$ cat src/rtl/at45_prog_seq.sv
//-----------------------------------------------------------------------------
// at45_prog_seq
//
// Upstream command sequencer for the AT45DB321 SPI controller (upr_at45db321).
// Programs page_count consecutive 528-byte pages taken from the byte FIFO,
// optionally preceded by a chip erase. Each page is written as:
//   84h  Buffer1 Write            (completes on bufer_full)
//   83h  Buffer1->Page with erase (completes on wr)
//   D7h  Status Register poll     (completes on wr, repeated until RDY)
//
// Optional feature macro: AT45_TIMEOUT_EN
//   defined     : the number of D7h polls per wait is bounded by TIMEOUT_POLLS.
//                 Needing one more poll ends the sequence with error=1 and no done.
//   not defined : polling is unbounded, error is tied low.
//
// Ports
//   clk         system clock, shared with the controller
//   rst         synchronous reset, active high
//   start       1-clk pulse, accepted only while idle
//   erase_all   issue chip erase (C7h) before programming
//   page_start  first page address (0..8191)
//   page_count  number of pages to program (0 = erase only / immediate done)
//   fifo_cnt    bytes currently held in the data FIFO
//   fifo_empty  data FIFO empty
//   wr          controller strobe: 83h/D7h finished, data_out valid
//   data_out    controller read word, RDY = data_out[23]
//   bufer_full  controller strobe: last byte of 84h shifted out
//   command     opcode to controller, held from en until completion
//   en          1-clk start pulse to controller
//   adr_data    {1'b0, page, 10'd0}
//   pause       stalls the controller byte stream while the FIFO is empty
//   busy        sequence in progress
//   done        1-clk pulse on successful completion
//   error       sticky poll-timeout flag, cleared by the next accepted start
//   page_cur    page currently being programmed
//-----------------------------------------------------------------------------
module at45_prog_seq #(
   parameter int PAGE_BYTES    = 528,
   parameter int GAP_CYC       = 40,
   parameter int ERASE_CYC     = 1000,
   parameter int POLL_CYC      = 2000,
   parameter int TIMEOUT_POLLS = 65535
) (
   input  logic        clk,
   input  logic        rst,
   input  logic        start,
   input  logic        erase_all,
   input  logic [12:0] page_start,
   input  logic [12:0] page_count,
   input  logic [10:0] fifo_cnt,
   input  logic        fifo_empty,
   input  logic        wr,
   input  logic [31:0] data_out,
   input  logic        bufer_full,
   output logic [7:0]  command,
   output logic        en,
   output logic [23:0] adr_data,
   output logic        pause,
   output logic        busy,
   output logic        done,
   output logic        error,
   output logic [12:0] page_cur
);

   localparam logic [7:0] OP_ERASE = 8'hC7;
   localparam logic [7:0] OP_BUF   = 8'h84;
   localparam logic [7:0] OP_PROG  = 8'h83;
   localparam logic [7:0] OP_POLL  = 8'hD7;

   // One shared delay counter serves every timed state, so it is sized for
   // the longest of the three waits.
   localparam int CNT_MAX_A = (GAP_CYC > ERASE_CYC) ? GAP_CYC : ERASE_CYC;
   localparam int CNT_MAX   = (CNT_MAX_A > POLL_CYC) ? CNT_MAX_A : POLL_CYC;
   localparam int CNT_W     = $clog2(CNT_MAX + 1);

   localparam logic [CNT_W-1:0] GAP_LAST   = CNT_W'(GAP_CYC - 1);
   localparam logic [CNT_W-1:0] ERASE_LAST = CNT_W'(ERASE_CYC - 1);
   localparam logic [CNT_W-1:0] POLL_LAST  = CNT_W'(POLL_CYC - 1);

   typedef enum logic [3:0] {
      S_IDLE,
      S_ERASE_CMD,
      S_ERASE_WT,
      S_WAIT_DATA,
      S_BUF_CMD,
      S_BUF_WT,
      S_PROG_CMD,
      S_PROG_WT,
      S_POLL_CMD,
      S_POLL_WT,
      S_POLL_GAP,
      S_GAP,
      S_ERASED,
      S_PROGRAMMED,
      S_DONE,
      S_ERR
   } state_t;

   state_t           state_q,     state_d;
   state_t           ret_q,       ret_d;        // where GAP goes when it expires
   state_t           poll_ret_q,  poll_ret_d;   // where a successful poll sequence goes
   logic [7:0]       command_q,   command_d;
   logic [12:0]      page_q,      page_d;
   logic [12:0]      remaining_q, remaining_d;
   logic [CNT_W-1:0] cnt_q,       cnt_d;

`ifdef AT45_TIMEOUT_EN
   localparam int POLL_W = $clog2(TIMEOUT_POLLS + 1);
   localparam logic [POLL_W-1:0] POLL_LIMIT = POLL_W'(TIMEOUT_POLLS);

   logic [POLL_W-1:0] poll_cnt_q, poll_cnt_d;
   logic              error_q,    error_d;
`endif

   //--------------------------------------------------------------------------
   // Next-state and datapath logic
   //--------------------------------------------------------------------------
   always_comb begin
      // NOTE: every signal written here gets a default first, so no path can
      // leave one unassigned and infer a latch.
      state_d     = state_q;
      ret_d       = ret_q;
      poll_ret_d  = poll_ret_q;
      command_d   = command_q;
      page_d      = page_q;
      remaining_d = remaining_q;
      cnt_d       = cnt_q;
`ifdef AT45_TIMEOUT_EN
      poll_cnt_d  = poll_cnt_q;
      error_d     = error_q;
`endif

      unique case (state_q)
         S_IDLE: begin
            if (start) begin
               page_d      = page_start;
               remaining_d = page_count;
`ifdef AT45_TIMEOUT_EN
               error_d     = 1'b0;
`endif
               if (erase_all)
                  state_d = S_ERASE_CMD;
               else if (page_count == '0)
                  state_d = S_DONE;
               else
                  state_d = S_WAIT_DATA;
            end
         end

         S_ERASE_CMD: state_d = S_ERASE_WT;

         // Chip erase gives no completion strobe: wait a fixed time, then poll.
         S_ERASE_WT: begin
            if (cnt_q == ERASE_LAST) begin
               state_d    = S_POLL_CMD;
               poll_ret_d = S_ERASED;
            end else begin
               cnt_d = cnt_q + CNT_W'(1);
            end
         end

         S_WAIT_DATA: begin
            if (fifo_cnt >= 11'(PAGE_BYTES))
               state_d = S_BUF_CMD;
         end

         S_BUF_CMD: state_d = S_BUF_WT;

         S_BUF_WT: begin
            if (bufer_full) begin
               state_d = S_GAP;
               ret_d   = S_PROG_CMD;
            end
         end

         S_PROG_CMD: state_d = S_PROG_WT;

         S_PROG_WT: begin
            if (wr) begin
               state_d    = S_GAP;
               ret_d      = S_POLL_CMD;
               poll_ret_d = S_PROGRAMMED;
            end
         end

         S_POLL_CMD: state_d = S_POLL_WT;

         // The status byte arrives together with wr, so RDY is judged on the
         // strobe cycle itself.
         S_POLL_WT: begin
            if (wr) begin
               if (data_out[23]) begin
                  state_d = S_GAP;
                  ret_d   = poll_ret_q;
               end else begin
                  state_d = S_POLL_GAP;
               end
            end
         end

         S_POLL_GAP: begin
            if (cnt_q == POLL_LAST)
               state_d = S_POLL_CMD;
            else
               cnt_d = cnt_q + CNT_W'(1);
         end

         S_GAP: begin
            if (cnt_q == GAP_LAST)
               state_d = ret_q;
            else
               cnt_d = cnt_q + CNT_W'(1);
         end

         S_ERASED: begin
            if (remaining_q == '0)
               state_d = S_DONE;
            else
               state_d = S_WAIT_DATA;
         end

         S_PROGRAMMED: begin
            remaining_d = remaining_q - 13'd1;
            if (remaining_q == 13'd1) begin
               state_d = S_DONE;
            end else begin
               page_d  = page_q + 13'd1;   // 13-bit wrap 8191 -> 0
               state_d = S_WAIT_DATA;
            end
         end

         S_DONE:  state_d = S_IDLE;
         S_ERR:   state_d = S_IDLE;
         default: state_d = S_IDLE;
      endcase

`ifdef AT45_TIMEOUT_EN
      // The counter is cleared in the command state that precedes each wait,
      // so it always starts at zero when the first poll of a wait is issued.
      if (state_q == S_ERASE_CMD || state_q == S_PROG_CMD)
         poll_cnt_d = '0;

      // Every entry into POLL_CMD is one more D7h issue; the issue that would
      // exceed the limit becomes the error exit instead.
      if (state_d == S_POLL_CMD && state_q != S_POLL_CMD) begin
         if (poll_cnt_q == POLL_LIMIT) begin
            state_d = S_ERR;
            error_d = 1'b1;
         end else begin
            poll_cnt_d = poll_cnt_q + POLL_W'(1);
         end
      end
`endif

      // Opcode is loaded on the edge that enters a command state, so it is
      // already valid during the en cycle and held until the next command.
      unique case (state_d)
         S_ERASE_CMD: command_d = OP_ERASE;
         S_BUF_CMD:   command_d = OP_BUF;
         S_PROG_CMD:  command_d = OP_PROG;
         S_POLL_CMD:  command_d = OP_POLL;
         default:     ;
      endcase

      // Each timed state starts counting from zero on entry.
      if (state_d != state_q)
         cnt_d = '0;
   end

   //--------------------------------------------------------------------------
   // State register
   //--------------------------------------------------------------------------
   always_ff @(posedge clk) begin
      // NOTE: sequential state uses non-blocking assignments so every register
      // samples the pre-edge values, independent of statement order.
      if (rst) begin
         state_q     <= S_IDLE;
         ret_q       <= S_IDLE;
         poll_ret_q  <= S_IDLE;
         command_q   <= 8'h00;
         page_q      <= '0;
         remaining_q <= '0;
         cnt_q       <= '0;
`ifdef AT45_TIMEOUT_EN
         poll_cnt_q  <= '0;
         error_q     <= 1'b0;
`endif
      end else begin
         state_q     <= state_d;
         ret_q       <= ret_d;
         poll_ret_q  <= poll_ret_d;
         command_q   <= command_d;
         page_q      <= page_d;
         remaining_q <= remaining_d;
         cnt_q       <= cnt_d;
`ifdef AT45_TIMEOUT_EN
         poll_cnt_q  <= poll_cnt_d;
         error_q     <= error_d;
`endif
      end
   end

   //--------------------------------------------------------------------------
   // Outputs
   //--------------------------------------------------------------------------
   // Command states last exactly one clock, which makes en a single pulse.
   assign en = (state_q == S_ERASE_CMD) || (state_q == S_BUF_CMD) ||
               (state_q == S_PROG_CMD)  || (state_q == S_POLL_CMD);

   assign busy     = (state_q != S_IDLE) && (state_q != S_DONE) && (state_q != S_ERR);
   assign done     = (state_q == S_DONE);
   assign pause    = (state_q == S_BUF_WT) && fifo_empty;
   assign command  = command_q;
   assign page_cur = page_q;
   assign adr_data = {1'b0, page_q, 10'd0};

   // Only the RDY bit of the status word is of interest.
`ifdef AT45_TIMEOUT_EN
   assign error = error_q;

   logic unused_bits;
   assign unused_bits = ^{data_out[31:24], data_out[22:0]};
`else
   assign error = 1'b0;

   logic unused_bits;
   assign unused_bits = ^{data_out[31:24], data_out[22:0], 1'(TIMEOUT_POLLS)};
`endif

endmodule

$ cat config.mk
export PLATFORM = sky130hd
export DESIGN_NAME = at45_prog_seq
export DESIGN_NICKNAME = d
export VERILOG_FILES = /design/src/rtl/at45_prog_seq.sv
export SDC_FILE = /design/constraint.sdc
export NUM_CORES = 1
export LEC_CHECK = 0
export ABC_AREA = 1
export CAP_MARGIN = 25
export CORE_MARGIN = 1.5
export CORE_UTILIZATION = 46
export CTS_CLUSTER_DIAMETER = 120
export CTS_CLUSTER_SIZE = 12
export DETAILED_ROUTE_END_ITERATION = 7
export GPL_TIMING_DRIVEN = 0
export PLACE_DENSITY = 0.86
export SYNTH_ARGS = -nofsm -noshare
export SYNTH_HDL_FRONTEND = slang
export SYNTH_SLANG_ARGS = --single-unit
$ cat constraint.sdc
create_clock -name clk -period 2.4 [get_ports clk]
set_input_delay 0.36 -clock clk [delete_from_list [all_inputs] [get_ports clk]]
set_output_delay 0.36 -clock clk [all_outputs]
set_load 0.05 [all_outputs]
### Yosys cells after proc, flatten, opt, wreduce, memory -nomap -nowiden

Index checks and enable logic that the tools add are counted.

* flip-flop bits (word level): 57
* input port bits: 76
* output and inout bits: 50
* word-level logic and storage cells: 101

* add/subtract/negate cells: 3
* $lt $le $gt $ge: 1
* equality and inequality tests: 36
* multiplexer cells: 32
* reductions and logical operators: 22

Operator list (number)
* $mux 4: 18
* $pmux 4 s15: 1
* $pmux 13 s2: 2
* $mux 13: 3
* $eq 4x4->1 const B: 9
* $mux 11: 3
* $pmux 11 s3: 1
* $pmux 8 s4: 1
* $logic_not 13->1: 2
* $eq 4x3->1 const B: 6
* $ne 2x2->1 const B: 10
* $add 13x1->13 const B: 1
* $eq 13x1->1 const B: 1
* $sub 13x1->13 const B: 1
* $pmux 4 s3: 1
* $add 11x1->11 const B: 1
* $eq 11x10->1 const B: 1
* $eq 11x11->1 const B: 1
* $eq 11x6->1 const B: 1
* $ge 11x10->1 const B: 1
* $eq 4x1->1 const B: 2
* $eq 4x2->1 const B: 2
* $ne 4x4->1 const B: 2
* $pmux 4 s2: 1
* 13 further kinds: 22

### Logic depth before layout (Yosys ltp)

* word-level depth: 7
* mapped depth: 16
* depth with buffers taken out: 16

### Least setup slack after synthesis

Ideal clock, no wire load.

* kind: flip-flop to output port
* start point: register state_q[1]
* end point: output port pause
* data arrival time: 1.762 ns
* required time: 2.040 ns
* slack: 0.278 ns
* cell stages (with the launch flop): 4
* buffers on the path: 0
* path through: dfxtp_1 inv_2 nand2_1 nor3b_1

* cells in the longest elaborated chain, start to end: 2

Ends and longest elaborated chain
* start, declared: line 99 `state_t state_q, state_d;`
* start signal, assigned: line 289 `state_q <= state_d;`
* $eq 4x3->1: line 312 `assign pause = (state_q == S_BUF_WT) && fifo_empty;`
* $logic_and 1x1->1: line 312
* end, declared: line 58 `output logic pause,`

Every way passes these cells.

### Worst setup path after layout

* start point: register state_q[3]
* end point: output port en

* cells in the longest elaborated chain, start to end: 4
* elaborated cells between the ends (all ways): 7
* those cells by class: eq/ne (4); reduce/logical (3)

Ends and longest elaborated chain
* $eq 4x1->1 or $eq 4x3->1 (tied branches): line 307 `assign en = (state_q == S_ERASE_CMD) || (state_q == S_BUF_CMD) ||`
* $logic_or 1x1->1 (2 in a row): line 307
* $logic_or 1x1->1 (*): line 308 `(state_q == S_PROG_CMD) || (state_q == S_POLL_CMD);`
* end, declared: line 56 `output logic en,`

Every way passes the cells marked *; elsewhere a longest branch is shown, timed or not.

==> results_dict.tcl <==
set metrics [dict create \
    slew-limit-headroom 0.590 \
    synth_enable_flop_cells 0 \
    cell_types_with_the_largest_area_share_after_synthesis "dfxtp_1 (28%), nand2_1 (13%), nor2_1 (7.6%)" \
    remaining_drc_errors 0 \
    layout-drive-gt1-share 0.130 \
    power.static_leakage_nw 2.05 \
    synthArstFlopShare 0 \
    synth_seq_area_share 0.283 \
    ctsRootBufferMaster "clkbuf_8" \
    finalCritPeriodShare 0.945 \
    finish.net_count 758 \
    synth_ff_type "dfxtp_1" \
    num_io_pins 126 \
    final-seq-area_sq_um 1040 \
    final_worst_clock_skew_ps 11.7 \
    antennaDiodeCount 0 \
    placementRows 32 \
    antenna_found_initial 0 \
    post-place-cells 772 \
    multi_input_gate_area_sq_um 2120 \
    detail_route.iter0.violations 236 \
    buffers_added_on_ports 75 \
    max_stage_delay_ps 570 \
    finalWeightedCongestion 0.946 \
    setup_slack_of_the_most_critical_reg_to_reg_path_ps 210 \
    globalRouteOverflowTotal 0 \
    synth_top_cells_by_count "nand2_1 (127), nor2_1 (74), inv_1 (69), dfxtp_1 (52), nand3_1 (41)" \
    post-layout-total-power_mw 5.05 \
    synthesis.instances 582 \
    timing.setup.critical_path_class "reg -> out" \
    floorplan.initialDensity 0.475 \
    pwr_per_cell_area_nw_per_um2 1070 \
    worstHoldPathType "in -> reg" \
    ys_ff_latch 52 \
    cts.repair_timing.setup_buffer_count 0 \
    holdBufCountCts 0 \
    fmax_ghz 0.441 \
    required_ps 2040 \
    drt_first_pass_iters 5 \
    grt_start_max_net_pins 16 \
    numClockSinks 52 \
    die-area_sq_um 8530 \
    grt_first_pass_wirelength_um 16100 \
    yosys_warnings 0 \
    fin_cells 780 \
    timing.critical_path.from_type "flop" \
    outcome "complete, no violations" \
    maxCapViolCount 0 \
    cts_tree "done" \
    timing.final.crit_period_ps 2270 \
    post_synth.cell_area_avg_sq_um 6.31 \
    htreeDepth 2 \
    cp_cell_sequence "inv_2 -> nor2_2 -> nand2_1 -> o211ai_1 -> dlygate4sd2_1" \
    grt_setup_unrepaired "no" \
    ant_nets 0 \
    setup_violations 0 \
    coreArea_sq_um 7730 \
    worst-slew-pin-transition_ps 615 \
    routed_via_density 5.17 \
    tritoncts.num_buffers 5 \
    area_growth_syn_to_layout_pct 28.8 \
    die-width_um 92.4 \
    die_height_um 92.4 \
    grt_pass1_vias 3777 \
    detail_route.wl_per_cell_um 12.4 \
    placed_wire_length_estimate_after_detailed_placement_um 7510 \
    crit_path_end_kind "primary output" \
    path_clk_slew_ps 100 \
    timing.critical_path.slowest_stage_cell "dlygate4sd2_1" \
    power.ir.vdd_worst_mv 0.707 \
    layout.filler_cells 689 \
    yosysUniqueCellTypes 43 \
    critical_path.n_buffers_inverters 2 \
    route.vias.total 4036 \
    critical_path_arrival_ps 1910 \
    synth_top_area_share 0.283 \
    fin_setup_tns_ps 0 \
    synth_most_common_cell "nand2_1" \
    netlist_area_sq_um 3670 \
    synth_area_leader_cell "dfxtp_1" \
    crit_family "buffers and inverters" \
    cts_buffer_depth 2 \
    clkLatencyLatePin_ps 310 \
    route.final.wire_length_um 9650 \
    crit_fanout 6 \
    slew_violations 0 \
    globalRouteTotalUtil 0.229 \
    timing_hold_violations_final 0 \
]
[logic make-up (layout without fill, tap and decap cells)]
| group | count (synthesis) | after routing | share of synthesized area |
|---|---|---|---|
| XOR/XNOR | 18 | 18 | 0.0429 |
| multiplexers | 1 | 1 | 0.00307 |
| adder cells (fa/ha/maj) | 5 | 5 | 0.0170 |
| other | 1 | 14 | 0.00102 |
| buffers and inverters | 121 | 204 | 0.155 |
| flip-flops | 52 | 52 | 0.283 |
| AO/OA/AOI/OAI | 89 | 89 | 0.139 |
| AND/OR/NAND/NOR | 295 | 295 | 0.358 |
[power breakdown]
group / internal (mW) / switching, mW / leakage, nW
Clock: 0.369 / 0.299 / 0.0645
Combinational: 1.05 / 2.05 / 1.56
Sequential: 1.06 / 0.227 / 0.424
Total: 2.47 / 2.57 / 2.05
[path summary, 6_finish.rpt]
path | from | to | cells past startpoint
setup / recovery | state_q[3]$_SDFF_PP0_ | en | 5
setup reg to reg | state_q[3]$_SDFF_PP0_ | remaining_q[11]$_SDFFE_PP0P_ | 9
hold reg to reg | poll_ret_q[2]$_SDFFE_PP0P_ | poll_ret_q[2]$_SDFFE_PP0P_ | 2
hold / removal | rst | command[6]$_SDFFE_PP0P_ | 4
[layer usage]
metal  global-route usage  wire [um]  share of wire
met1                0.271       3960           0.41
met2                0.398       4660           0.48
met3               0.0394        780          0.081
met4                0.108        246          0.026
met5                    0          0              0
[repair_timing]
action	4_1_cts	5_1_grt
setup endpoints to repair	3	15
endpoints found under the hold margin	0	0
resized for setup	3	4
[layout by cell type (no fill, tap or decap), types with 3 or more instances in the layout]
cell / Yosys / final
clkbuf_8: 0 / 7
conb_1: 1 / 14
clkdlybuf4s50_1: 0 / 71
a31oi_1: 7 / 7
nor3_1: 10 / 10
nand2_1: 127 / 127
clkbuf_1: 8 / 8
nand4_1: 6 / 6
xnor2_1: 3 / 3
nand3_1: 41 / 41
buf_4: 28 / 28
dfxtp_1: 52 / 51
inv_1: 69 / 69
ha_1: 5 / 4
o21ai_1: 4 / 4
a21oi_1: 31 / 31
nor2_1: 74 / 73
dlygate4sd2_1: 0 / 3
nand2_2: 6 / 6
inv_2: 13 / 13
nor2_2: 18 / 19
o21ai_0: 28 / 28
o211ai_1: 6 / 6
xor2_1: 15 / 15
nor2_4: 3 / 3
[worst reg2reg max path, delay by kind of cell, from the launching register on]
kind,cells,cell delay (ps)
compound gates,2,210
buf+inv,2,370
flops,1,410
simple gates,5,1140
[sequential cells by signal, summed over array words and instances, names as in the netlist]
signal,count
cnt_q,11
page_cur,13
state_q,4
remaining_q,13
ret_q,4
command,5
poll_ret_q,2
[per-stage QoR]
| step | area [sq um] | hold slack [ps] | utilization | setup WS [ps] |
|---|---|---|---|---|
| 5_1_grt | 4730 | 478 | 0.612 | 24.7 |
| 6_report | 4730 | 453 | 0.612 | 131 |
| 3_5_place_dp | 4600 | 447 | 0.595 | -46.3 |
| 3_3_place_gp | 4600 | 445 | 0.595 | -3.05 |
| 4_1_cts | 4720 | 454 | 0.611 | 16.5 |
| 2_1_floorplan | 3720 | 431 | - | 278 |
[final cells by class]
class / count / share of cell area
Buffer: 39 / 0.0550
Sequential cell: 52 / 0.220
Clock inverter: 1 / 0.00635
Clock buffer: 7 / 0.0204
Timing Repair Buffer: 75 / 0.158
Multi-Input combinational cell: 422 / 0.448
Inverter: 82 / 0.0651
Tap cell: 102 / 0.0270
(Power assumes the default switching activity.)
